[config.mk]
export PLATFORM = sky130hd
export DESIGN_NAME = pcoeff_sum_collector_flat
export DESIGN_NICKNAME = d
export VERILOG_FILES = /design/src/rtl/pcoeff_sum_collector_pkg.sv /design/src/rtl/pcoeff_sum_collector_if.sv /design/src/rtl/pcoeff_sum_collector_fifo.sv /design/src/rtl/pcoeff_sum_collector.sv /design/src/flat_wrapper.sv
export SDC_FILE = /design/constraint.sdc
export NUM_CORES = 1
export LEC_CHECK = 0
export ABC_AREA = 1
export CORE_MARGIN = 1
export CORE_UTILIZATION = 45
export CTS_CLUSTER_DIAMETER = 100
export CTS_CLUSTER_SIZE = 14
export DETAILED_ROUTE_END_ITERATION = 8
export GPL_TIMING_DRIVEN = 0
export PLACE_DENSITY = 0.7
export SETUP_SLACK_MARGIN = 0.05
export SYNTH_ARGS = -nofsm -noshare
export SYNTH_HDL_FRONTEND = slang
export SYNTH_SLANG_ARGS = --single-unit
[constraint.sdc]
create_clock -name clk -period 10 [get_ports clk]
set_input_delay 3 -clock clk [delete_from_list [all_inputs] [get_ports clk]]
set_output_delay 3 -clock clk [all_outputs]
set_load 0.05 [all_outputs]
[src/rtl/pcoeff_sum_collector_pkg.sv]
// -----------------------------------------------------------------------------
// pcoeff_pkg
// Shared definitions for the partition-coefficient sum collector:
//   SUM_WIDTH_DEF / BOT_COUNT_WIDTH_DEF : default widths of batch sum / counter
//   CC_WIDTH                            : width of connectCount from the core
//   pcoeff_entry_t                      : result FIFO entry at default widths
// Optional feature macro: PCOEFF_OVERFLOW_CHECK_EN adds the ovf entry field.
// -----------------------------------------------------------------------------
package pcoeff_pkg;

  localparam int SUM_WIDTH_DEF       = 48;
  localparam int BOT_COUNT_WIDTH_DEF = 32;
  localparam int CC_WIDTH            = 6;

  typedef struct packed {
`ifdef PCOEFF_OVERFLOW_CHECK_EN
    logic                           ovf;
`endif
    logic                           ecc;
    logic [BOT_COUNT_WIDTH_DEF-1:0] cnt;
    logic [SUM_WIDTH_DEF-1:0]       sum;
  } pcoeff_entry_t;

endpackage

[src/rtl/pcoeff_sum_collector_if.sv]
// -----------------------------------------------------------------------------
// pcoeff_sum_collector_if
// Batch-result bus between the collector (master) and its consumer (slave).
//   outValid/outReady : valid/ready handshake, pop on both high
//   outSum            : batch sum of 2^connectCount
//   outBotCount       : number of valid results in the batch
//   outEcc            : upstream ECC event seen during the batch
//   outOverflow       : only with PCOEFF_OVERFLOW_CHECK_EN
// -----------------------------------------------------------------------------
interface pcoeff_sum_collector_if #(
  parameter int SUM_WIDTH       = 48,
  parameter int BOT_COUNT_WIDTH = 32
);
  logic                       outValid;
  logic                       outReady;
  logic [SUM_WIDTH-1:0]       outSum;
  logic [BOT_COUNT_WIDTH-1:0] outBotCount;
  logic                       outEcc;
`ifdef PCOEFF_OVERFLOW_CHECK_EN
  logic                       outOverflow;

  modport master (output outValid, outSum, outBotCount, outEcc, outOverflow, input outReady);
  modport slave  (input outValid, outSum, outBotCount, outEcc, outOverflow, output outReady);
`else
  modport master (output outValid, outSum, outBotCount, outEcc, input outReady);
  modport slave  (input outValid, outSum, outBotCount, outEcc, output outReady);
`endif
endinterface

[src/rtl/pcoeff_sum_collector_fifo.sv]
// -----------------------------------------------------------------------------
// pcoeff_result_fifo
// Synchronous show-ahead register FIFO.
//   i_push/i_data   : write request and entry
//   i_pop           : read request (ignored when empty)
//   o_valid/o_data  : head entry presented while not empty
//   o_almost_full   : registered, used entries >= DEPTH-2
//   o_drop          : push refused (full with no simultaneous pop)
// A push and pop in the same cycle both succeed, even when full.
// -----------------------------------------------------------------------------
module pcoeff_result_fifo #(
  parameter int WIDTH      = 81,
  parameter int DEPTH_LOG2 = 2
) (
  input  logic             clk,
  input  logic             rst_n,
  input  logic             i_push,
  input  logic [WIDTH-1:0] i_data,
  input  logic             i_pop,
  output logic             o_valid,
  output logic [WIDTH-1:0] o_data,
  output logic             o_almost_full,
  output logic             o_drop
);
  localparam int DEPTH = 1 << DEPTH_LOG2;
  localparam logic [DEPTH_LOG2:0] FULL_CNT = (DEPTH_LOG2+1)'(DEPTH);
  localparam logic [DEPTH_LOG2:0] AF_CNT   = (DEPTH_LOG2+1)'(DEPTH - 2);

  logic [WIDTH-1:0]      r_mem [DEPTH];
  logic [DEPTH_LOG2-1:0] r_wr_ptr;
  logic [DEPTH_LOG2-1:0] r_rd_ptr;
  logic [DEPTH_LOG2:0]   r_used;
  logic                  r_almost_full;

  logic                  w_full;
  logic                  w_do_pop;
  logic                  w_do_push;
  logic [DEPTH_LOG2:0]   w_used_next;

  // Push/pop qualification and next occupancy.
  always_comb begin
    w_full    = (r_used == FULL_CNT);
    w_do_pop  = i_pop && (r_used != '0);
    // A pop frees the slot the push needs, so full+pop still accepts.
    w_do_push = i_push && (!w_full || w_do_pop);
    case ({w_do_push, w_do_pop})
      2'b10:   w_used_next = r_used + (DEPTH_LOG2+1)'(1);
      2'b01:   w_used_next = r_used - (DEPTH_LOG2+1)'(1);
      default: w_used_next = r_used;
    endcase
  end

  // Pointer, occupancy and almost-full state.
  always_ff @(posedge clk) begin
    if (!rst_n) begin
      r_wr_ptr      <= '0;
      r_rd_ptr      <= '0;
      r_used        <= '0;
      r_almost_full <= 1'b0;
    end else begin
      if (w_do_push) r_wr_ptr <= r_wr_ptr + DEPTH_LOG2'(1);
      if (w_do_pop)  r_rd_ptr <= r_rd_ptr + DEPTH_LOG2'(1);
      r_used        <= w_used_next;
      r_almost_full <= (w_used_next >= AF_CNT);
    end
  end

  // Entry storage; contents need no reset since occupancy gates visibility.
  always_ff @(posedge clk) begin
    if (w_do_push) r_mem[r_wr_ptr] <= i_data;
  end

  assign o_valid       = (r_used != '0);
  assign o_data        = r_mem[r_rd_ptr];
  assign o_almost_full = r_almost_full;
  assign o_drop        = i_push && w_full && !w_do_pop;
endmodule

[src/rtl/pcoeff_sum_collector.sv]
// -----------------------------------------------------------------------------
// pcoeff_sum_collector
// Accumulates 2^connectCount per batch and queues batch results.
//   clk, rst_n (sync, active-low)
//   resultValid, connectCount, batchEnd, eccIn : per-cycle input from the core
//   almostFull : registered throttle request to the bot source
//   lostBatch  : sticky, a batch closed while the result FIFO was full
//   res_if     : batch result bus (master side)
// Optional: PCOEFF_OVERFLOW_CHECK_EN adds outOverflow to the result bus.
// -----------------------------------------------------------------------------
module pcoeff_sum_collector
  import pcoeff_pkg::*;
#(
  parameter int SUM_WIDTH       = SUM_WIDTH_DEF,
  parameter int BOT_COUNT_WIDTH = BOT_COUNT_WIDTH_DEF,
  parameter int FIFO_DEPTH_LOG2 = 2
) (
  input  logic                clk,
  input  logic                rst_n,
  input  logic                resultValid,
  input  logic [CC_WIDTH-1:0] connectCount,
  input  logic                batchEnd,
  input  logic                eccIn,
  output logic                almostFull,
  output logic                lostBatch,
  pcoeff_sum_collector_if.master res_if
);
  typedef struct packed {
`ifdef PCOEFF_OVERFLOW_CHECK_EN
    logic                       ovf;
`endif
    logic                       ecc;
    logic [BOT_COUNT_WIDTH-1:0] cnt;
    logic [SUM_WIDTH-1:0]       sum;
  } entry_t;
  localparam int ENTRY_W = $bits(entry_t);

  logic [SUM_WIDTH-1:0]       r_term_s1;
  logic                       r_valid_s1;
  logic                       r_end_s1;
  logic                       r_ecc_s1;
  logic [SUM_WIDTH-1:0]       r_acc;
  logic [BOT_COUNT_WIDTH-1:0] r_cnt;
  logic                       r_ecc_acc;
  logic                       r_lost;

  logic [SUM_WIDTH-1:0]       w_term;
  logic [SUM_WIDTH-1:0]       w_sum;
  logic [BOT_COUNT_WIDTH-1:0] w_cnt_next;
  entry_t                     w_entry;
  entry_t                     w_head;
  logic [ENTRY_W-1:0]         w_rd_data;
  logic                       w_valid;
  logic                       w_drop;
`ifdef PCOEFF_OVERFLOW_CHECK_EN
  logic                       w_big;
  logic                       r_big_s1;
  logic                       r_ovf;
  logic [SUM_WIDTH:0]         w_sum_ext;
`endif

  // Decode one-hot term; counts beyond the sum width contribute nothing.
  always_comb begin
    w_term = '0;
`ifdef PCOEFF_OVERFLOW_CHECK_EN
    w_big  = 1'b0;
`endif
    if (resultValid && (32'(connectCount) < 32'(SUM_WIDTH))) begin
      w_term = SUM_WIDTH'(1) << connectCount;
    end else begin
      w_term = '0;
`ifdef PCOEFF_OVERFLOW_CHECK_EN
      w_big  = resultValid;
`endif
    end
  end

  // Stage 1: register decoded term and per-cycle flags.
  always_ff @(posedge clk) begin
    if (!rst_n) begin
      r_term_s1  <= '0;
      r_valid_s1 <= 1'b0;
      r_end_s1   <= 1'b0;
      r_ecc_s1   <= 1'b0;
`ifdef PCOEFF_OVERFLOW_CHECK_EN
      r_big_s1   <= 1'b0;
`endif
    end else begin
      r_term_s1  <= w_term;
      r_valid_s1 <= resultValid;
      r_end_s1   <= batchEnd;
      r_ecc_s1   <= eccIn;
`ifdef PCOEFF_OVERFLOW_CHECK_EN
      r_big_s1   <= w_big;
`endif
    end
  end

  // Next accumulator values; these are also the entry pushed at batch end.
  always_comb begin
`ifdef PCOEFF_OVERFLOW_CHECK_EN
    w_sum_ext = {1'b0, r_acc} + {1'b0, r_term_s1};
    w_sum     = w_sum_ext[SUM_WIDTH-1:0];
`else
    w_sum     = r_acc + r_term_s1;
`endif
    // Counter saturates at all-ones.
    if (r_valid_s1 && (r_cnt != '1)) begin
      w_cnt_next = r_cnt + BOT_COUNT_WIDTH'(1);
    end else begin
      w_cnt_next = r_cnt;
    end
    w_entry.sum = w_sum;
    w_entry.cnt = w_cnt_next;
    w_entry.ecc = r_ecc_acc | r_ecc_s1;
`ifdef PCOEFF_OVERFLOW_CHECK_EN
    w_entry.ovf = r_ovf | r_big_s1 | w_sum_ext[SUM_WIDTH];
`endif
  end

  // Stage 2: accumulate, or restart from zero on the batch-closing edge.
  always_ff @(posedge clk) begin
    if (!rst_n || r_end_s1) begin
      r_acc     <= '0;
      r_cnt     <= '0;
      r_ecc_acc <= 1'b0;
`ifdef PCOEFF_OVERFLOW_CHECK_EN
      r_ovf     <= 1'b0;
`endif
    end else begin
      r_acc     <= w_sum;
      r_cnt     <= w_cnt_next;
      r_ecc_acc <= w_entry.ecc;
`ifdef PCOEFF_OVERFLOW_CHECK_EN
      r_ovf     <= w_entry.ovf;
`endif
    end
  end

  // Sticky lost-batch flag, cleared only by reset.
  always_ff @(posedge clk) begin
    if (!rst_n) begin
      r_lost <= 1'b0;
    end else if (w_drop) begin
      r_lost <= 1'b1;
    end else begin
      r_lost <= r_lost;
    end
  end

  pcoeff_result_fifo #(
    .WIDTH      (ENTRY_W),
    .DEPTH_LOG2 (FIFO_DEPTH_LOG2)
  ) u_fifo (
    .clk           (clk),
    .rst_n         (rst_n),
    .i_push        (r_end_s1),
    .i_data        (w_entry),
    .i_pop         (w_valid && res_if.outReady),
    .o_valid       (w_valid),
    .o_data        (w_rd_data),
    .o_almost_full (almostFull),
    .o_drop        (w_drop)
  );

  assign w_head             = entry_t'(w_rd_data);
  assign res_if.outValid    = w_valid;
  assign res_if.outSum      = w_head.sum;
  assign res_if.outBotCount = w_head.cnt;
  assign res_if.outEcc      = w_head.ecc;
`ifdef PCOEFF_OVERFLOW_CHECK_EN
  assign res_if.outOverflow = w_head.ovf;
`endif
  assign lostBatch          = r_lost;
endmodule

[src/flat_wrapper.sv]
// flat-port wrapper written by rule: the top's interface ports become plain ports
module pcoeff_sum_collector_flat import pcoeff_pkg::*;
#(
  parameter int SUM_WIDTH       = SUM_WIDTH_DEF,
  parameter int BOT_COUNT_WIDTH = BOT_COUNT_WIDTH_DEF,
  parameter int FIFO_DEPTH_LOG2 = 2
)
  (clk, rst_n, resultValid, connectCount, batchEnd, eccIn, almostFull, lostBatch, res_if_outValid, res_if_outSum, res_if_outBotCount, res_if_outEcc, res_if_outReady);
  pcoeff_sum_collector_if #(.SUM_WIDTH(SUM_WIDTH), .BOT_COUNT_WIDTH(BOT_COUNT_WIDTH)) res_if_i ();
  input  logic clk;
  input  logic rst_n;
  input  logic resultValid;
  input  logic [CC_WIDTH-1:0] connectCount;
  input  logic batchEnd;
  input  logic eccIn;
  output logic almostFull;
  output logic lostBatch;
  output wire logic [$bits(res_if_i.outValid)-1:0] res_if_outValid;
  output wire logic [$bits(res_if_i.outSum)-1:0] res_if_outSum;
  output wire logic [$bits(res_if_i.outBotCount)-1:0] res_if_outBotCount;
  output wire logic [$bits(res_if_i.outEcc)-1:0] res_if_outEcc;
  input wire logic [$bits(res_if_i.outReady)-1:0] res_if_outReady;
  assign res_if_outValid = res_if_i.outValid;
  assign res_if_outSum = res_if_i.outSum;
  assign res_if_outBotCount = res_if_i.outBotCount;
  assign res_if_outEcc = res_if_i.outEcc;
  assign res_if_i.outReady = res_if_outReady;
  pcoeff_sum_collector #(.SUM_WIDTH(SUM_WIDTH), .BOT_COUNT_WIDTH(BOT_COUNT_WIDTH), .FIFO_DEPTH_LOG2(FIFO_DEPTH_LOG2)) u_core (.clk(clk), .rst_n(rst_n), .resultValid(resultValid), .connectCount(connectCount), .batchEnd(batchEnd), .eccIn(eccIn), .almostFull(almostFull), .lostBatch(lostBatch), .res_if(res_if_i));
endmodule
Yosys cells after proc, flatten, opt, wreduce, memory -nomap -nowiden
Memory sizes are Yosys's and may differ from the RTL's. A register that Yosys moved wholly into a read port is not among the register bits.
Index checks and enable logic that the tools add are counted.

cells by class
  $lt $le $gt $ge = 2
  $add $sub $neg = 6
  shift-type cells = 1
  mux-type cells = 6
  bitwise operators = 1
  eq/ne operators = 4
  reduce and logical (&&, ||, !) cells = 14

operators by type and width
  operator                                                                count
  48-bit adder                                                            1
  1-bit by 6-bit left shift with 48-bit output (first input constant)     1
  32-bit by 1-bit adder with 32-bit output (second input constant)        1
  32-bit two-way mux                                                      1
  32-bit inequality test (second input constant)                          1
  1-bit logical AND                                                       7
  6-bit < comparator (second input constant)                              1
  3-bit case mux with 2 select lines                                      1
  2-bit by 1-bit adder with 2-bit output (second input constant)          2
  2-bit two-way mux                                                       2
  3-bit by 1-bit adder with 3-bit output (second input constant)          1
  3-bit equality test (second input constant)                             1
  3-bit by 2-bit >= comparator with 1-bit output (second input constant)  1
  1-bit zero test                                                         3
  3-bit nonzero test                                                      1
  3-bit by 1-bit subtractor with 3-bit output (second input constant)     1
  2-bit by 1-bit equality test with 1-bit output (second input constant)  1
  2-bit equality test (second input constant)                             1
  1-bit logical OR                                                        2
  1-bit two-way mux                                                       2
  2-bit AND reduction                                                     1
  1-bit OR                                                                1

word-level totals
  RAM bits = 324
  memories kept = 1
  bits in registers = 141

memories
  name                 depth  bits a word  rd ports  clocked after Yosys merged registers in  wr ports  line                             source
  u_core.u_fifo.r_mem  4      81           1         1                                        1         pcoeff_sum_collector_fifo.sv:29  logic [WIDTH-1:0] r_mem [DEPTH];

Depth between registers and ports, before layout
  depth after elaboration = 8
  depth in mapped cells = 14

By module
From an unflattened synthesis, not the netlist that was laid out.

unflattened totals
  cell total of the unflattened synthesis = 2,385
  area, all modules = 21,588.2 um^2

modules (own cells, without submodules)
  module                area each (um^2)  seq. area each (um^2)  times used  cells an instance
  pcoeff_result_fifo    12,593.3          9,929.5                1           851
  pcoeff_sum_collector  8,994.9           2,662.6                1           1,534

Least setup slack after synthesis
No wires, ideal clock.

  path type = input to register
  start = input port res_if_outReady
  end = memory u_core.u_fifo.r_mem[0][0] (enable)
  required time = 9.479 ns
  path slack = 2.702 ns
  arrival time = 6.777 ns
  stages on the path = 4
  setup time = 0.521 ns
  cell sequence = inv_1 a31oi_1 inv_1 nor2_1

between the ends
  word-level cells in the longest chain between the ends = 6

RTL lines
  item                                     line                             source
  start, declared                          flat_wrapper.sv:22               input wire logic [$bits(res_if_i.outReady)-1:0] res_if_outReady;
  1-bit logical AND                        pcoeff_sum_collector.sv:159      .i_pop (w_valid && res_if.outReady),
  1-bit logical AND                        pcoeff_sum_collector_fifo.sv:43  w_do_pop = i_pop && (r_used != '0);
  1-bit logical OR                         pcoeff_sum_collector_fifo.sv:45  w_do_push = i_push && (!w_full || w_do_pop);
  1-bit logical AND                        pcoeff_sum_collector_fifo.sv:45
  1-bit two-way mux                        pcoeff_sum_collector_fifo.sv:70  if (w_do_push) r_mem[r_wr_ptr] <= i_data;
  1-bit two-way mux (implied by the code)  pcoeff_sum_collector_fifo.sv:70
  end, declared                            pcoeff_sum_collector_fifo.sv:29

No other way between the ends.

==> flow_summary.toml <==
[layout]
design_area_mm2 = 0.0245
multiInputGateArea_mm2 = 0.00728
antennaDiodeCount = 0
area_growth_pct = 14.6
final_core_util = 0.524
drive_gt1_frac = 0.0310
area.sequential_mm2 = 0.0126
layout.nets = 2589
fillers = 4304

[detailed_routing]
first_pass_iters = 8
vias = 16700
viasPerCell = 5.27
wire_per_inst_um = 18.2
route.detailed.drc = 14
drtAntennaViolNets = 0
drt_iter0_drc = 1384
drt-total-wl_mm = 57.5

[floorplanning]
die_h_um = 220
coreArea_mm2 = 0.0467
die_w_um = 220
dieArea_mm2 = 0.0483
io_pins = 96
row_count = 79
initial_core_util = 0.457

[timing]
timing.final.ws_setup_ns = 2.67
rsz0062_at_grt = "false"
drv_slew = 0
timing.hold.ws_ns = 0.456
slew_headroom = 0.331
fmax_ghz = 0.136
setup_viol = 0
finClkSkew_ns = 0.0253
worstMarginPinSlew_ns = 1.00
fin_tns_setup_ns = 0
finalCritPeriodShare = 0.733
finalHoldViolations = 0
min_period_ns = 7.33

[critical_path]
required_ns = 7.00
rrSetupSlack_ns = 7.37
worst_r2r_endpoint = "u_core.u_fifo.r_mem[2][38]"
path_depth = 7
critPathBufInv = 5
critical_path_class = "flip-flop to output port"
slowest_delay_ns = 0.92
startpoint_type = "flip-flop"
slowest_stage = "clkdlybuf4s50_1"
ff2ff_path_depth = 12
path_cells = "buf_2 -> clkinv_1 -> clkbuf_1 -> clkbuf_1 -> nor2_1 -> o22ai_1 -> clkdlybuf4s50_1"
crit_arrival_ns = 4.33
cp_max_fo = 10
rr_startpoint = "u_core.r_acc[0]"
cp_common_cell = "clkbuf_1"
end_kind = "output port"
crit_family = "buffers and inverters"

[global_route]
grt_max_degree = 29
first_global_vias = 16000
antenna_found_initial = 0
grt_overflow = 0
track_usage = 0.239
grt_pass1_wl_mm = 87.6

[placement]
gp_congestion = 0.924
dpl.hpwl_mm = 42.1
post-place-ws_ns = 3.30
place_area_mm2 = 0.0233
portBuffers = 91

[synth]
synthCells = 2378
syn-cell-area_mm2 = 0.0213
synthDistinctLibCells = 36
synth-edff-count = 324
syn_nets = 2445
synth.area.top_cells = "edfxtp_1, dfxtp_1, nand2_1, nor2_1, inv_1"
netlist_top_cells_count = "nand2_1, nor2_1, edfxtp_1"
ys.flop_type = "edfxtp_1"
synth-seq-cells = 467
synthArstFlopShare = 0
seq_area_frac_synth = 0.590
yosys.cell_count.top_type = "nand2_1"
yosys_warnings = 0
synth_top_area_share = 0.456
synth.avg_cell_area_um2 = 8.97
synth_top_cell_by_area = "edfxtp_1"

[clock_tree]
cts.path.max_buffers = 3
clock-sinks = 467
postCtsHoldBufs = 0
htree_levels = 2
clock_latency_ns = 0.57
cts_setup_buffers = 0
clk_pin_slew_worst_paths_ns = 0.07
root_buffer = "clkbuf_16"
cts_resized = 0
cts-buffers-inserted = 39
cts_tree = "done"

[pwr]
vdd_drop_max_mv = 0.106
pwr_density_cell_mw_per_mm2 = 195
leakage_nw = 9.70

[hold_path]
hold_end = "u_core.r_ecc_acc"
hold_path.startpoint = "u_core.r_ecc_s1"
hold_path.class = "flip-flop to flip-flop"
holdPathStages = 2

[status]
status = "finished, violations left"
violations = "DRC"

[flow_run]
max_cap_violations = 0
-- state kept, by name (all words and copies together), names as in the netlist, named ones only --
register	flops
u_core.r_ecc_s1	1
u_core.u_fifo.r_used	3
u_core.u_fifo.o_almost_full	1
u_core.u_fifo.r_rd_ptr	2
u_core.r_end_s1	1
u_core.u_fifo.r_mem	324
u_core.r_valid_s1	1
u_core.r_acc	48
u_core.r_ecc_acc	1
u_core.lostBatch	1
u_core.r_term_s1	48
u_core.u_fifo.r_wr_ptr	2
u_core.r_cnt	32
-- cells by family (layout without fill, tap and decap cells) --
logic type | Yosys count | after routing | synth area share
adder cells (fa/ha/maj) | 55 | 55 | 0.0330
flip-flops | 467 | 467 | 0.590
XOR/XNOR | 49 | 49 | 0.0201
buffers and inverters | 390 | 564 | 0.0700
AND/OR/NAND/NOR | 1085 | 1085 | 0.203
AO/OA/AOI/OAI | 332 | 332 | 0.0838
-- tightest hold or removal path, delay by kind of cell, from the launching register on --
| family | cells | cell delay, ns |
|---|---|---|
| flip-flops | 1 | 0.30 |
| AO/OA/AOI/OAI | 1 | 0.06 |
| buffers and inverters | 1 | 0.06 |
-- stage by stage --
step	total power, mW	cells
after global routing	4.92	3159
after detailed placement	3.37	3088
after CTS	4.79	3159
final	4.77	3159
after floorplan	2.92	2378
after global placement	3.36	3076
-- power by group --
part           internal [mW]  leakage (nW)  total [mW]  switching [mW]
clock                  0.756         0.543        1.45           0.689
combinational          0.325          5.38        1.20           0.879
sequential              2.10          3.78        2.12          0.0170
-- final cells by class --
cell class	count	share of cell area
Clock inverter	3	0.00148
Sequential cell	467	0.515
Clock buffer	68	0.0452
Inverter	316	0.0485
Multi-Input combinational cell	1521	0.298
Tap cell	607	0.0311
Buffer	74	0.0126
Timing Repair Buffer	103	0.0483
-- metal layers --
metal,track usage,share of wire,vias up
li1,-,-,8075
met1,0.307,0.42,8004
met2,0.416,0.50,482
met3,0.0291,0.050,97
met4,0.0791,0.029,0
met5,0,0,-
-- worst max path at each step --
stage                                 end  slack [ns]
3_5_place_dp            res_if_outSum[24]        3.30
2_1_floorplan   u_core.u_fifo.r_mem[0][0]        2.70
5_1_grt                 res_if_outSum[16]        2.58
4_1_cts                 res_if_outSum[16]        2.68
6_report                res_if_outSum[24]        2.67
3_3_place_gp   u_core.u_fifo.r_mem[3][31]       -0.69
-- cells in the final DEF, fill, tap and decap left out, types with 53 or more instances in the layout --
| master | instances |
|---|---|
| dfxtp_1 | 143 |
| nand2_1 | 578 |
| o21ai_0 | 172 |
| edfxtp_1 | 324 |
| a21oi_1 | 70 |
| ha_1 | 53 |
| inv_1 | 314 |
| clkdlybuf4s50_1 | 91 |
| clkbuf_1 | 95 |
| nor2_1 | 378 |
| o22ai_1 | 81 |
No activity file was read; power rests on OpenSTA's default activity.
